--- config.mk ---
export PLATFORM = sky130hd
export DESIGN_NAME = pos_tracker_rpt_flat
export DESIGN_NICKNAME = d
export VERILOG_FILES = /design/src/rtl/pos_tracker_rpt_if.sv /design/src/rtl/pos_tracker_rpt.sv /design/src/flat_wrapper.sv
export SDC_FILE = /design/constraint.sdc
export NUM_CORES = 1
export LEC_CHECK = 0
export ABC_AREA = 1
export CAP_MARGIN = 15
export CORE_MARGIN = 2
export CORE_UTILIZATION = 35
export CTS_CLUSTER_DIAMETER = 120
export DETAILED_ROUTE_END_ITERATION = 7
export PLACE_DENSITY = 0.62
export RECOVER_POWER = 25
export SYNTH_ARGS = -nofsm -noshare
export SYNTH_HDL_FRONTEND = slang
export SYNTH_SLANG_ARGS = --single-unit
--- constraint.sdc ---
create_clock -name clk -period 2.89 [get_ports clk]
set_input_delay 0.578 -clock clk [delete_from_list [all_inputs] [get_ports clk]]
set_output_delay 0.578 -clock clk [all_outputs]
set_load 0.02 [all_outputs]
--- src/rtl/pos_tracker_rpt_if.sv ---
// pos_tracker_rpt_if: pad-side and register-side signals of the cursor tracker.
//   dir_udlr  raw direction buttons [3]=up [2]=down [1]=left [0]=right (async)
//   wrap_en   1 = wrap at bounds, 0 = saturate
//   load      one-cycle position overwrite request, with load_x / load_y
//   x_pos, y_pos, at_edge, moved  tracker outputs
// master = stimulus / upstream side, slave = the tracker itself.
interface pos_tracker_rpt_if #(parameter int WIDTH = 8);
    logic [3:0]       dir_udlr;
    logic             wrap_en;
    logic             load;
    logic [WIDTH-1:0] load_x;
    logic [WIDTH-1:0] load_y;
    logic [WIDTH-1:0] x_pos;
    logic [WIDTH-1:0] y_pos;
    logic [3:0]       at_edge;
    logic             moved;

    modport master (output dir_udlr, wrap_en, load, load_x, load_y,
                    input  x_pos, y_pos, at_edge, moved);
    modport slave  (input  dir_udlr, wrap_en, load, load_x, load_y,
                    output x_pos, y_pos, at_edge, moved);
endinterface

--- src/rtl/pos_tracker_rpt.sv ---
// pos_tracker_rpt: X/Y cursor tracker with synchronised buttons, tap-then-
// auto-repeat stepping, bounds with wrap/saturate, and a load port.
//   clk, rst_n  clock, asynchronous active-low reset
//   bus         pos_tracker_rpt_if.slave (buttons, wrap_en, load in;
//               x_pos, y_pos, at_edge, moved out)
// Optional macro POS_TRACKER_ACCEL_EN: after 8 steps in the repeat phase an
// axis steps by 2*STEP until it idles, reverses or is loaded.

// One axis: press/repeat FSM, repeat counter and position register.
module pos_tracker_axis #(
    parameter int WIDTH         = 8,
    parameter int MAX           = 159,
    parameter int RESET         = 80,
    parameter int STEP          = 1,
    parameter int REPEAT_DELAY  = 16,
    parameter int REPEAT_PERIOD = 4
) (
    input  logic             clk,
    input  logic             rst_n,
    input  logic             inc,
    input  logic             dec,
    input  logic             wrap_en,
    input  logic             load,
    input  logic [WIDTH-1:0] load_val,
    output logic [WIDTH-1:0] pos,
    output logic             chg
);
    typedef enum logic [1:0] {IDLE, DELAY, REPEAT} state_t;

    localparam int CNT_MAX = (REPEAT_DELAY > REPEAT_PERIOD) ? REPEAT_DELAY : REPEAT_PERIOD;
    localparam int CW      = $clog2(CNT_MAX + 1);
    localparam logic [WIDTH-1:0] MAX_W   = WIDTH'(MAX);
    localparam logic [WIDTH:0]   MAX_E   = (WIDTH+1)'(MAX);
    localparam logic [WIDTH:0]   MAX_P1  = (WIDTH+1)'(MAX + 1);

    state_t           state_q, state_d;
    logic [CW-1:0]    cnt_q, cnt_d;
    logic             dir_q, dir_d;      // 1 = last press was '+'
    logic [WIDTH-1:0] pos_q, pos_d;
    logic             net_any, net_up, step;
    logic [WIDTH:0]   step_amt, pe, sum, plus_v, minus_v;
    logic [WIDTH-1:0] step_val;

    assign net_any = inc ^ dec;          // both or neither -> no direction
    assign net_up  = inc & ~dec;

`ifdef POS_TRACKER_ACCEL_EN
    logic [3:0] rpt_q, rpt_d;            // steps taken in REPEAT, saturates at 8
    assign step_amt = (rpt_q == 4'd8) ? (WIDTH+1)'(2*STEP) : (WIDTH+1)'(STEP);
`else
    assign step_amt = (WIDTH+1)'(STEP);
`endif

    // Candidate next position for a step in the current net direction.
    always_comb begin
        pe  = {1'b0, pos_q};
        sum = pe + step_amt;
        if (sum > MAX_E) plus_v = wrap_en ? (sum - MAX_P1) : MAX_E;
        else             plus_v = sum;
        if (pe < step_amt) minus_v = wrap_en ? (pe + MAX_P1 - step_amt) : '0;
        else               minus_v = pe - step_amt;
        step_val = net_up ? WIDTH'(plus_v) : WIDTH'(minus_v);
    end

    always_comb begin
        state_d = state_q;
        cnt_d   = cnt_q;
        dir_d   = dir_q;
        pos_d   = pos_q;
        step    = 1'b0;
`ifdef POS_TRACKER_ACCEL_EN
        rpt_d   = rpt_q;
`endif
        if (load) begin
            state_d = IDLE;
            cnt_d   = '0;
            pos_d   = (load_val > MAX_W) ? MAX_W : load_val;
`ifdef POS_TRACKER_ACCEL_EN
            rpt_d   = '0;
`endif
        end else if (!net_any) begin
            state_d = IDLE;
            cnt_d   = '0;
`ifdef POS_TRACKER_ACCEL_EN
            rpt_d   = '0;
`endif
        end else if (state_q == IDLE || net_up != dir_q) begin
            // fresh press or reversal: step now and restart the delay
            step    = 1'b1;
            cnt_d   = CW'(1);
            state_d = DELAY;
            dir_d   = net_up;
`ifdef POS_TRACKER_ACCEL_EN
            rpt_d   = '0;
`endif
        end else if (state_q == DELAY) begin
            if (cnt_q == CW'(REPEAT_DELAY)) begin
                step    = 1'b1;
                cnt_d   = CW'(1);
                state_d = REPEAT;
            end else begin
                cnt_d = cnt_q + CW'(1);
            end
        end else begin
            if (cnt_q == CW'(REPEAT_PERIOD)) begin
                step  = 1'b1;
                cnt_d = CW'(1);
`ifdef POS_TRACKER_ACCEL_EN
                if (rpt_q != 4'd8) rpt_d = rpt_q + 4'd1;
`endif
            end else begin
                cnt_d = cnt_q + CW'(1);
            end
        end
        if (step) pos_d = step_val;
    end

    // A saturated step that leaves the position unchanged is not a move.
    assign chg = step && (step_val != pos_q);
    assign pos = pos_q;

    always_ff @(posedge clk or negedge rst_n) begin
        if (!rst_n) begin
            state_q <= IDLE;
            cnt_q   <= '0;
            dir_q   <= 1'b0;
            pos_q   <= WIDTH'(RESET);
`ifdef POS_TRACKER_ACCEL_EN
            rpt_q   <= '0;
`endif
        end else begin
            state_q <= state_d;
            cnt_q   <= cnt_d;
            dir_q   <= dir_d;
            pos_q   <= pos_d;
`ifdef POS_TRACKER_ACCEL_EN
            rpt_q   <= rpt_d;
`endif
        end
    end
endmodule

module pos_tracker_rpt #(
    parameter int WIDTH         = 8,
    parameter int X_MAX         = 159,
    parameter int Y_MAX         = 119,
    parameter int X_RESET       = 80,
    parameter int Y_RESET       = 60,
    parameter int STEP          = 1,
    parameter int REPEAT_DELAY  = 16,
    parameter int REPEAT_PERIOD = 4
) (
    input  logic              clk,
    input  logic              rst_n,
    pos_tracker_rpt_if.slave  bus
);
    logic [3:0]       sync1_q, sync1_d, sync2_q, sync2_d;
    logic             moved_q, moved_d;
    logic             x_chg, y_chg;
    logic [WIDTH-1:0] x_q, y_q;

    always_comb begin
        sync1_d = bus.dir_udlr;
        sync2_d = sync1_q;
        moved_d = x_chg | y_chg;         // one pulse even if both axes step
    end

    always_ff @(posedge clk or negedge rst_n) begin
        if (!rst_n) begin
            sync1_q <= '0;
            sync2_q <= '0;
            moved_q <= 1'b0;
        end else begin
            sync1_q <= sync1_d;
            sync2_q <= sync2_d;
            moved_q <= moved_d;
        end
    end

    pos_tracker_axis #(.WIDTH(WIDTH), .MAX(X_MAX), .RESET(X_RESET), .STEP(STEP),
                       .REPEAT_DELAY(REPEAT_DELAY), .REPEAT_PERIOD(REPEAT_PERIOD)) u_x (
        .clk(clk), .rst_n(rst_n), .inc(sync2_q[0]), .dec(sync2_q[1]),
        .wrap_en(bus.wrap_en), .load(bus.load), .load_val(bus.load_x),
        .pos(x_q), .chg(x_chg));

    pos_tracker_axis #(.WIDTH(WIDTH), .MAX(Y_MAX), .RESET(Y_RESET), .STEP(STEP),
                       .REPEAT_DELAY(REPEAT_DELAY), .REPEAT_PERIOD(REPEAT_PERIOD)) u_y (
        .clk(clk), .rst_n(rst_n), .inc(sync2_q[3]), .dec(sync2_q[2]),
        .wrap_en(bus.wrap_en), .load(bus.load), .load_val(bus.load_y),
        .pos(y_q), .chg(y_chg));

    assign bus.x_pos   = x_q;
    assign bus.y_pos   = y_q;
    assign bus.moved   = moved_q;
    assign bus.at_edge = {y_q == WIDTH'(Y_MAX), y_q == '0, x_q == '0, x_q == WIDTH'(X_MAX)};
endmodule

--- src/flat_wrapper.sv ---
// flat-port wrapper written by rule: the top's interface ports become plain ports
module pos_tracker_rpt_flat 
#(
    parameter int WIDTH         = 8,
    parameter int X_MAX         = 159,
    parameter int Y_MAX         = 119,
    parameter int X_RESET       = 80,
    parameter int Y_RESET       = 60,
    parameter int STEP          = 1,
    parameter int REPEAT_DELAY  = 16,
    parameter int REPEAT_PERIOD = 4
)
  (clk, rst_n, bus_dir_udlr, bus_wrap_en, bus_load, bus_load_x, bus_load_y, bus_x_pos, bus_y_pos, bus_at_edge, bus_moved);
  pos_tracker_rpt_if #(.WIDTH(WIDTH)) bus_i ();
  input  logic clk;
  input  logic rst_n;
  input wire logic [$bits(bus_i.dir_udlr)-1:0] bus_dir_udlr;
  input wire logic [$bits(bus_i.wrap_en)-1:0] bus_wrap_en;
  input wire logic [$bits(bus_i.load)-1:0] bus_load;
  input wire logic [$bits(bus_i.load_x)-1:0] bus_load_x;
  input wire logic [$bits(bus_i.load_y)-1:0] bus_load_y;
  output wire logic [$bits(bus_i.x_pos)-1:0] bus_x_pos;
  output wire logic [$bits(bus_i.y_pos)-1:0] bus_y_pos;
  output wire logic [$bits(bus_i.at_edge)-1:0] bus_at_edge;
  output wire logic [$bits(bus_i.moved)-1:0] bus_moved;
  assign bus_i.dir_udlr = bus_dir_udlr;
  assign bus_i.wrap_en = bus_wrap_en;
  assign bus_i.load = bus_load;
  assign bus_i.load_x = bus_load_x;
  assign bus_i.load_y = bus_load_y;
  assign bus_x_pos = bus_i.x_pos;
  assign bus_y_pos = bus_i.y_pos;
  assign bus_at_edge = bus_i.at_edge;
  assign bus_moved = bus_i.moved;
  pos_tracker_rpt #(.WIDTH(WIDTH), .X_MAX(X_MAX), .Y_MAX(Y_MAX), .X_RESET(X_RESET), .Y_RESET(Y_RESET), .STEP(STEP), .REPEAT_DELAY(REPEAT_DELAY), .REPEAT_PERIOD(REPEAT_PERIOD)) u_core (.clk(clk), .rst_n(rst_n), .bus(bus_i));
endmodule
Word level (Yosys, flattened, before mapping)

Index checks and enable logic that the tools add are counted.

Output and inout port bits: 21
Register bits after elaboration: 41
Logic and storage cells: 117

Bitwise operators: 8
Mux-type cells: 50
Reductions and logical operators: 14
Equality and inequality tests: 16
$lt $le $gt $ge: 6
Add/subtract/negate cells: 12

Operator list:

| operator                                                      | count |
|---|---|
| 2-to-1 mux 8 bit                                              | 16 |
| 2-to-1 mux 5 bit                                              | 12 |
| subtractor 8 x 1 -> 8 bit, second input constant              | 4 |
| 2-to-1 mux 2 bit                                              | 10 |
| adder 8 x 1 -> 9 bit, second input constant                   | 2 |
| logical NOT 8 bit                                             | 2 |
| less-than comparator 8 x 1 -> 1 bit, second input constant    | 2 |
| != test 4 x 2 -> 1 bit, second input constant                 | 4 |
| != test 8 bit                                                 | 2 |
| 2-to-1 mux 1 bit                                              | 12 |
| adder 5 x 1 -> 5 bit, second input constant                   | 2 |
| equality test 5 x 3 -> 1 bit, second input constant           | 2 |
| equality test 5 bit, second input constant                    | 2 |
| greater-than comparator 9 x 7 -> 1 bit, second input constant | 1 |
| greater-than comparator 9 x 8 -> 1 bit, second input constant | 1 |
| adder 8 x 7 -> 8 bit, second input constant                   | 1 |
| adder 8 bit, second input constant                            | 1 |
| equality test 8 x 7 -> 1 bit, second input constant           | 1 |
| equality test 8 bit, second input constant                    | 1 |
| greater-than comparator 8 x 7 -> 1 bit, second input constant | 1 |
| greater-than comparator 8 bit, second input constant          | 1 |
| subtractor 8 x 7 -> 8 bit, second input constant              | 1 |
| subtractor 8 bit, second input constant                       | 1 |
| AND reduction 3 bit                                           | 2 |
| other kinds (11)                                              | 22 |

Depth between registers and ports, before layout

Depth after elaboration: 9
Mapped depth: 23
Gate-level depth less buffers: 23

By module

A second synthesis with hierarchy kept.

Cells, all modules: 537
Area, all modules: 3,567.2 µm²

Modules (own cells, without submodules):

| module                         | times used | area an instance (µm²) | seq. area each (µm²) | cells each |
|---|---|---|---|---|
| pos_tracker_axis at u_core.u_y | 1          | 1,720.4                | 405.4                | 271 |
| pos_tracker_axis at u_core.u_x | 1          | 1,485.2                | 402.9                | 222 |
| pos_tracker_rpt                | 1          | 361.6                  | 225.2                | 44 |

Worst setup path before layout

Ideal clock, no wire load.

Kind: reg-to-reg
From: register u_core.u_x.pos_q[1], in the netlist u_core.u_x.pos[1]
To: register u_core.moved_q, in the netlist u_core.bus.moved
Setup time: 0.119 ns
Buffers on the path: 0
Data arrival time: 2.330 ns
Cell stages (with the launch flop): 24
Setup slack: 0.441 ns
Required time: 2.771 ns
Cells stage by stage: dfrtp_1 ha_1 nand2_1 nor2_4 nand2_1 nand2_1 nand2_1 ha_1 nand3_1 nor2_1 nand2_1 nand2_2 nand2_1 nand2_2 nand3_2 nand2_2 nand2_1 nand2_1 nand2_1 nand2_1 nor2_1 nand3_1 nand2_1 nand2_1

Cells in the longest elaborated chain, start to end: 8
Elaborated cells between the ends (all ways): 15
Those cells by class: add/sub (5); order compare (2); eq/ne (1); mux (5); bitwise (1); reduce/logical (1)

RTL lines:

| item                                                          | RTL line                                     | RTL |
|---|---|---|
| from (decl)                                                   | pos_tracker_rpt.sv:39                        | `logic [WIDTH-1:0] pos_q, pos_d;` |
| from (signal assigned)                                        | pos_tracker_rpt.sv:127                       | `pos_q <= WIDTH'(RESET);` |
| from (signal assigned)                                        | pos_tracker_rpt.sv:135                       | `pos_q <= pos_d;` |
| adder 8 bit or adder 8 x 1 -> 9 bit (tied branches)           | pos_tracker_rpt.sv:60, pos_tracker_rpt.sv:57 |  |
| subtractor 8 x 1 -> 8 bit or subtractor 8 bit (tied branches) | pos_tracker_rpt.sv:60, pos_tracker_rpt.sv:58 |  |
| 2-to-1 mux 8 bit (on tied branches) (2 in a row)              | pos_tracker_rpt.sv:60, pos_tracker_rpt.sv:58 |  |
| 2-to-1 mux 8 bit                                              | pos_tracker_rpt.sv:62                        | `step_val = net_up ? WIDTH'(plus_v) : WIDTH'(minus_v);` |
| != test 8 bit *                                               | pos_tracker_rpt.sv:119                       | `assign chg = step && (step_val != pos_q);` |
| logical AND 1 bit *                                           | pos_tracker_rpt.sv:119                       |  |
| OR 1 bit *                                                    | pos_tracker_rpt.sv:165                       | `moved_d = x_chg \| y_chg;` |
| net u_core.moved_d                                            | pos_tracker_rpt.sv:158                       | `logic moved_q, moved_d;` |
| to (signal assigned)                                          | pos_tracker_rpt.sv:176                       | `moved_q <= moved_d;` |
| to (decl)                                                     | pos_tracker_rpt.sv:158                       |  |

The timed path passes the listed nets; every way through them passes the cells marked *.
A chain may end at the register's enable or synchronous reset.

Final worst setup path

From: register u_core.u_y.pos_q[0], in the netlist u_core.u_y.pos[0]
To: register u_core.moved_q, in the netlist u_core.bus.moved

Cells in the longest elaborated chain, start to end: 8
Elaborated cells between the ends (all ways): 15
Those cells by class: add/sub (5); order compare (2); eq/ne (1); mux (5); bitwise (1); reduce/logical (1)

RTL lines:

| item                                                                   | RTL line |
|---|---|
| from (decl)                                                            | pos_tracker_rpt.sv:39 |
| from (signal assigned)                                                 | pos_tracker_rpt.sv:127 |
| from (signal assigned)                                                 | pos_tracker_rpt.sv:135 |
| adder 8 x 7 -> 8 bit or adder 8 x 1 -> 9 bit (tied branches)           | pos_tracker_rpt.sv:60, pos_tracker_rpt.sv:57 |
| subtractor 8 x 1 -> 8 bit or subtractor 8 x 7 -> 8 bit (tied branches) | pos_tracker_rpt.sv:60, pos_tracker_rpt.sv:58 |
| 2-to-1 mux 8 bit (on tied branches) (2 in a row)                       | pos_tracker_rpt.sv:60, pos_tracker_rpt.sv:58 |
| 2-to-1 mux 8 bit                                                       | pos_tracker_rpt.sv:62 |
| != test 8 bit *                                                        | pos_tracker_rpt.sv:119 |
| logical AND 1 bit *                                                    | pos_tracker_rpt.sv:119 |
| OR 1 bit *                                                             | pos_tracker_rpt.sv:165 |
| net u_core.moved_d                                                     | pos_tracker_rpt.sv:158 |

Marked as above.

==> load_flow_metrics.sql <==
INSERT INTO impl_metrics (metric_group, metric, value, unit) VALUES
('final_layout', 'mostFrequentLayoutCell', 'sky130_fd_sc_hd__nand2_1', ''),
('power_and_ir_drop', 'maximum_ir_drop_on_the_vdd_rail', '0.000296', 'V'),
('route', 'first_iter_violations', '246', ''),
('logic_synthesis', 'synth_sequential_area_ratio', '0.284', ''),
('sta', 'fin_crit', '2.67', 'ns'),
('grt', 'met1_usage', '0.251', ''),
('final_layout', 'layout-drive-gt1-share', '0.109', ''),
('grt', 'groute.layer.met3.usage', '0.0208', ''),
('critical_path', 'worst_path_maximum_fanout', '7', ''),
('logic_synthesis', 'synthesized_area_divided_by_synthesized_cell_count', '6.59', 'um^2'),
('sta', 'rsz_0062_raised_after_global_routing', 'no', ''),
('power_and_ir_drop', 'power_density', '487', 'mW/mm^2'),
('final_layout', 'design.final.nets', '645', ''),
('clocking', 'worstSkewPairLatency', '0.30', 'ns'),
('logic_synthesis', 'synth_seq_cells', '41', ''),
('grt', 'grtUsageMet2', '0.318', ''),
('placement', 'port_buffers', '44', ''),
('route', 'detail_route.wirelength', '10200', 'um'),
('power_and_ir_drop', 'swShare', '0.440', ''),
('final_layout', 'layout.filler_cells', '1082', ''),
('route', 'detail_route.first_pass.iterations', '5', ''),
('die', 'fp.dieH', '106', 'um'),
('power_and_ir_drop', 'p_leak', '2.02', 'nW'),
('power_and_ir_drop', 'power.clock.fraction', '0.193', ''),
('logic_synthesis', 'synth_fp_nets', '592', ''),
('logic_synthesis', 'synthesis.yosys.warnings', '0', ''),
('placement', 'detailedPlacementHpwl', '8000', 'um'),
('sta', 'worst_hold_slack', '0.356', 'ns'),
('clocking', 'htree_num_levels', '2', ''),
('sta', 'achievable-frequency', '374', 'MHz'),
('power_and_ir_drop', 'power.net_switching', '941', 'uW'),
('run', 'drv.max_cap_violation_count', '0', ''),
('logic_synthesis', 'ys_types', '38', ''),
('logic_synthesis', 'synth_enable_flop_cells', '0', ''),
('logic_synthesis', 'synth_ff_type', 'sky130_fd_sc_hd__dfrtp_1', ''),
('grt', 'grt_start_max_net_pins', '42', ''),
('die', 'count_of_boundary_i_o_pins', '45', ''),
('clocking', 'cts.path.max_buffers', '2', ''),
('grt', 'first_pass_grt_wire_length', '16900', 'um'),
('route', 'post_drt_wl_per_cell', '13.8', 'um'),
('grt', 'gr-max-usage-layer', 'met2', ''),
('clocking', 'tritoncts', 'done', ''),
('critical_path', 'path_class', 'reg2reg', ''),
('die', 'initial_utilization', '0.357', ''),
('sta', 'setup_total_negative_slack', '0', 'ns'),
('logic_synthesis', 'synthesis.instances', '551', ''),
('route', 'postRouteAntennaNets', '0', ''),
('die', 'die-area', '0.0112', 'mm^2'),
('route', 'detail_route.vias_per_cell', '5.23', ''),
('clocking', 'clk_transition_reported_paths', '0.10', 'ns'),
('die', 'die_width', '106', 'um'),
('die', 'floorplan.rows', '37', ''),
('sta', 'maxSlewHeadroom', '0.344', ''),
('grt', 'grt-ovfl-total', '0', ''),
('final_layout', 'syn2layout_area_growth', '20.7', '%'),
('sta', 'fin_crit_sh', '0.924', ''),
('critical_path', 'worst-endpoint-required', '3.07', 'ns'),
('placement', 'gpl_wtd_cong', '0.961', ''),
('final_layout', 'most_frequent_cells_in_the_layout', 'sky130_fd_sc_hd__nand2_1 (143), sky130_fd_sc_hd__nand3_1 (83), sky130_fd_sc_hd__nor2_1 (64)', ''),
('critical_path', 'startpoint_type', 'flop', ''),
('outcome', 'run_status', 'complete, no violations', ''),
('grt', 'gr-usage-all-layers', '0.185', ''),
('clocking', 'tritoncts.num_buffers', '5', ''),
('critical_path', 'end_kind', 'flop', ''),
('power_and_ir_drop', 'cellInternalPower', '1.20', 'mW'),
('grt', 'grt_antenna_before_repair', '0', ''),
('sta', 'timing_worst_slew_pin_value', '0.984', 'ns'),
('grt', 'number_of_global_route_vias_before_repair', '3517', ''),
('clocking', 'tritoncts_num_sinks', '41', ''),
('logic_synthesis', 'async_reset_ff_frac', '1.00', ''),
('sta', 'setup_viol_count_final', '0', '');
cell families after synthesis:
group                    synth area share
AND/OR/NAND/NOR                     0.425
buffers and inverters              0.0888
AO/OA/AOI/OAI                       0.105
flip-flops                          0.284
adder cells (fa/ha/maj)            0.0585
XOR/XNOR                           0.0382
cell type report:
class / count / area [um^2] / area share
Multi-Input combinational cell: 431 / 2280 / 0.519
Sequential cell: 41 / 1040 / 0.237
Timing Repair Buffer: 59 / 558 / 0.127
Inverter: 66 / 248 / 0.0565
Tap cell: 136 / 170 / 0.0388
Clock buffer: 5 / 68.8 / 0.0157
Clock inverter: 3 / 25.0 / 0.00571
metrics by stage:
| step | total power [mW] | utilization | setup slack [ns] | cells | area [um^2] |
|---|---|---|---|---|---|
| final | 2.14 | 0.430 | 0.220 | 741 | 4380 |
| after global routing | 2.29 | 0.430 | 0.00382 | 741 | 4380 |
| after CTS | 2.11 | 0.423 | 0.0959 | 733 | 4310 |
| after detailed placement | 1.69 | 0.414 | 0.138 | 725 | 4220 |
| after global placement | 1.69 | 0.414 | 0.125 | 725 | 4220 |
| after floorplan | 1.39 | - | 0.441 | 551 | 3630 |
registers in the layout (all words and copies together), names as in the netlist:
signal,flops
u_core.u_x.pos,8
u_core.u_x.state_q,2
u_core.u_y.dir_q,1
u_core.u_y.pos,8
u_core.u_x.dir_q,1
u_core.u_x.cnt_q,5
u_core.sync1_q,4
u_core.u_y.state_q,2
u_core.bus.moved,1
u_core.u_y.cnt_q,5
u_core.sync2_q,4
per-layer routing:
layer	vias up	wire length [um]
met5	-	0
met4	0	145
met3	16	633
met2	145	4810
met1	1783	4610
li1	1929	-
synthesized netlist by cell type (7+ instances only):
cell | n | area, um^2
sky130_fd_sc_hd__nand2_2 | 10 | 62.6
sky130_fd_sc_hd__nand4_1 | 10 | 62.6
sky130_fd_sc_hd__a21oi_1 | 7 | 35.0
sky130_fd_sc_hd__nand2_1 | 143 | 537
sky130_fd_sc_hd__ha_1 | 17 | 213
sky130_fd_sc_hd__dfrtp_1 | 35 | 876
sky130_fd_sc_hd__o21ai_0 | 22 | 110
sky130_fd_sc_hd__o211ai_1 | 11 | 82.6
sky130_fd_sc_hd__nand3_1 | 83 | 415
sky130_fd_sc_hd__inv_1 | 61 | 229
sky130_fd_sc_hd__xor2_1 | 9 | 78.8
sky130_fd_sc_hd__nor2_1 | 64 | 240
final timing paths:
check	start	endpoint	slack, ns	cells after the start
min	u_core.sync1_q[0]$_DFF_PN0_	u_core.sync2_q[0]$_DFF_PN0_	0.36	0
min in group asynchronous	rst_n	u_core.u_x.cnt_q[1]$_DFF_PN0_	0.44	1
max reg2reg	u_core.u_y.pos[0]$_DFFE_PN0P_	u_core.bus.moved$_DFF_PN0_	0.22	18
max in group asynchronous	rst_n	u_core.u_x.pos[0]$_DFFE_PN0P_	1.78	1
min reg2reg	u_core.sync1_q[0]$_DFF_PN0_	u_core.sync2_q[0]$_DFF_PN0_	0.36	0
max	u_core.u_y.pos[0]$_DFFE_PN0P_	u_core.bus.moved$_DFF_PN0_	0.22	18
power groups by stage:
stage / sequential (mW) / clock, mW / combinational, mW
global route: 0.726 / 0.444 / 1.12
finish: 0.716 / 0.411 / 1.01
detailed placement: 0.739 / 0 / 0.953
global placement: 0.738 / 0 / 0.949
floorplan: 0.745 / 0 / 0.643
CTS: 0.727 / 0.424 / 0.958
repair_timing:
action / CTS / global route
buffers inserted: 0 / 8
endpoints found under the setup margin: 0 / 1
gates resized for setup: 0 / 3
hold buffers: 0 / 0
worst max-delay path, stage by stage, from the launching register on:
cell and delay [ns]:
sky130_fd_sc_hd__dfrtp_2 0.42, sky130_fd_sc_hd__ha_1 0.25, sky130_fd_sc_hd__nand3_1 0.10, sky130_fd_sc_hd__nand2_1 0.07, sky130_fd_sc_hd__nand2_2 0.14, sky130_fd_sc_hd__ha_1 0.18, sky130_fd_sc_hd__nand3_1 0.12, sky130_fd_sc_hd__nor2_1 0.12
sky130_fd_sc_hd__nand3_1 0.10, sky130_fd_sc_hd__nand3_2 0.14, sky130_fd_sc_hd__nand2_1 0.10, sky130_fd_sc_hd__nand2_1 0.07, sky130_fd_sc_hd__nand3_1 0.13, sky130_fd_sc_hd__nand3_1 0.11, sky130_fd_sc_hd__nand2_1 0.05, sky130_fd_sc_hd__nor2_1 0.09
sky130_fd_sc_hd__nand2_1 0.06, sky130_fd_sc_hd__o21bai_1 0.22, sky130_fd_sc_hd__nand2_1 0.08
No activity file was read; power rests on OpenSTA's default activity.
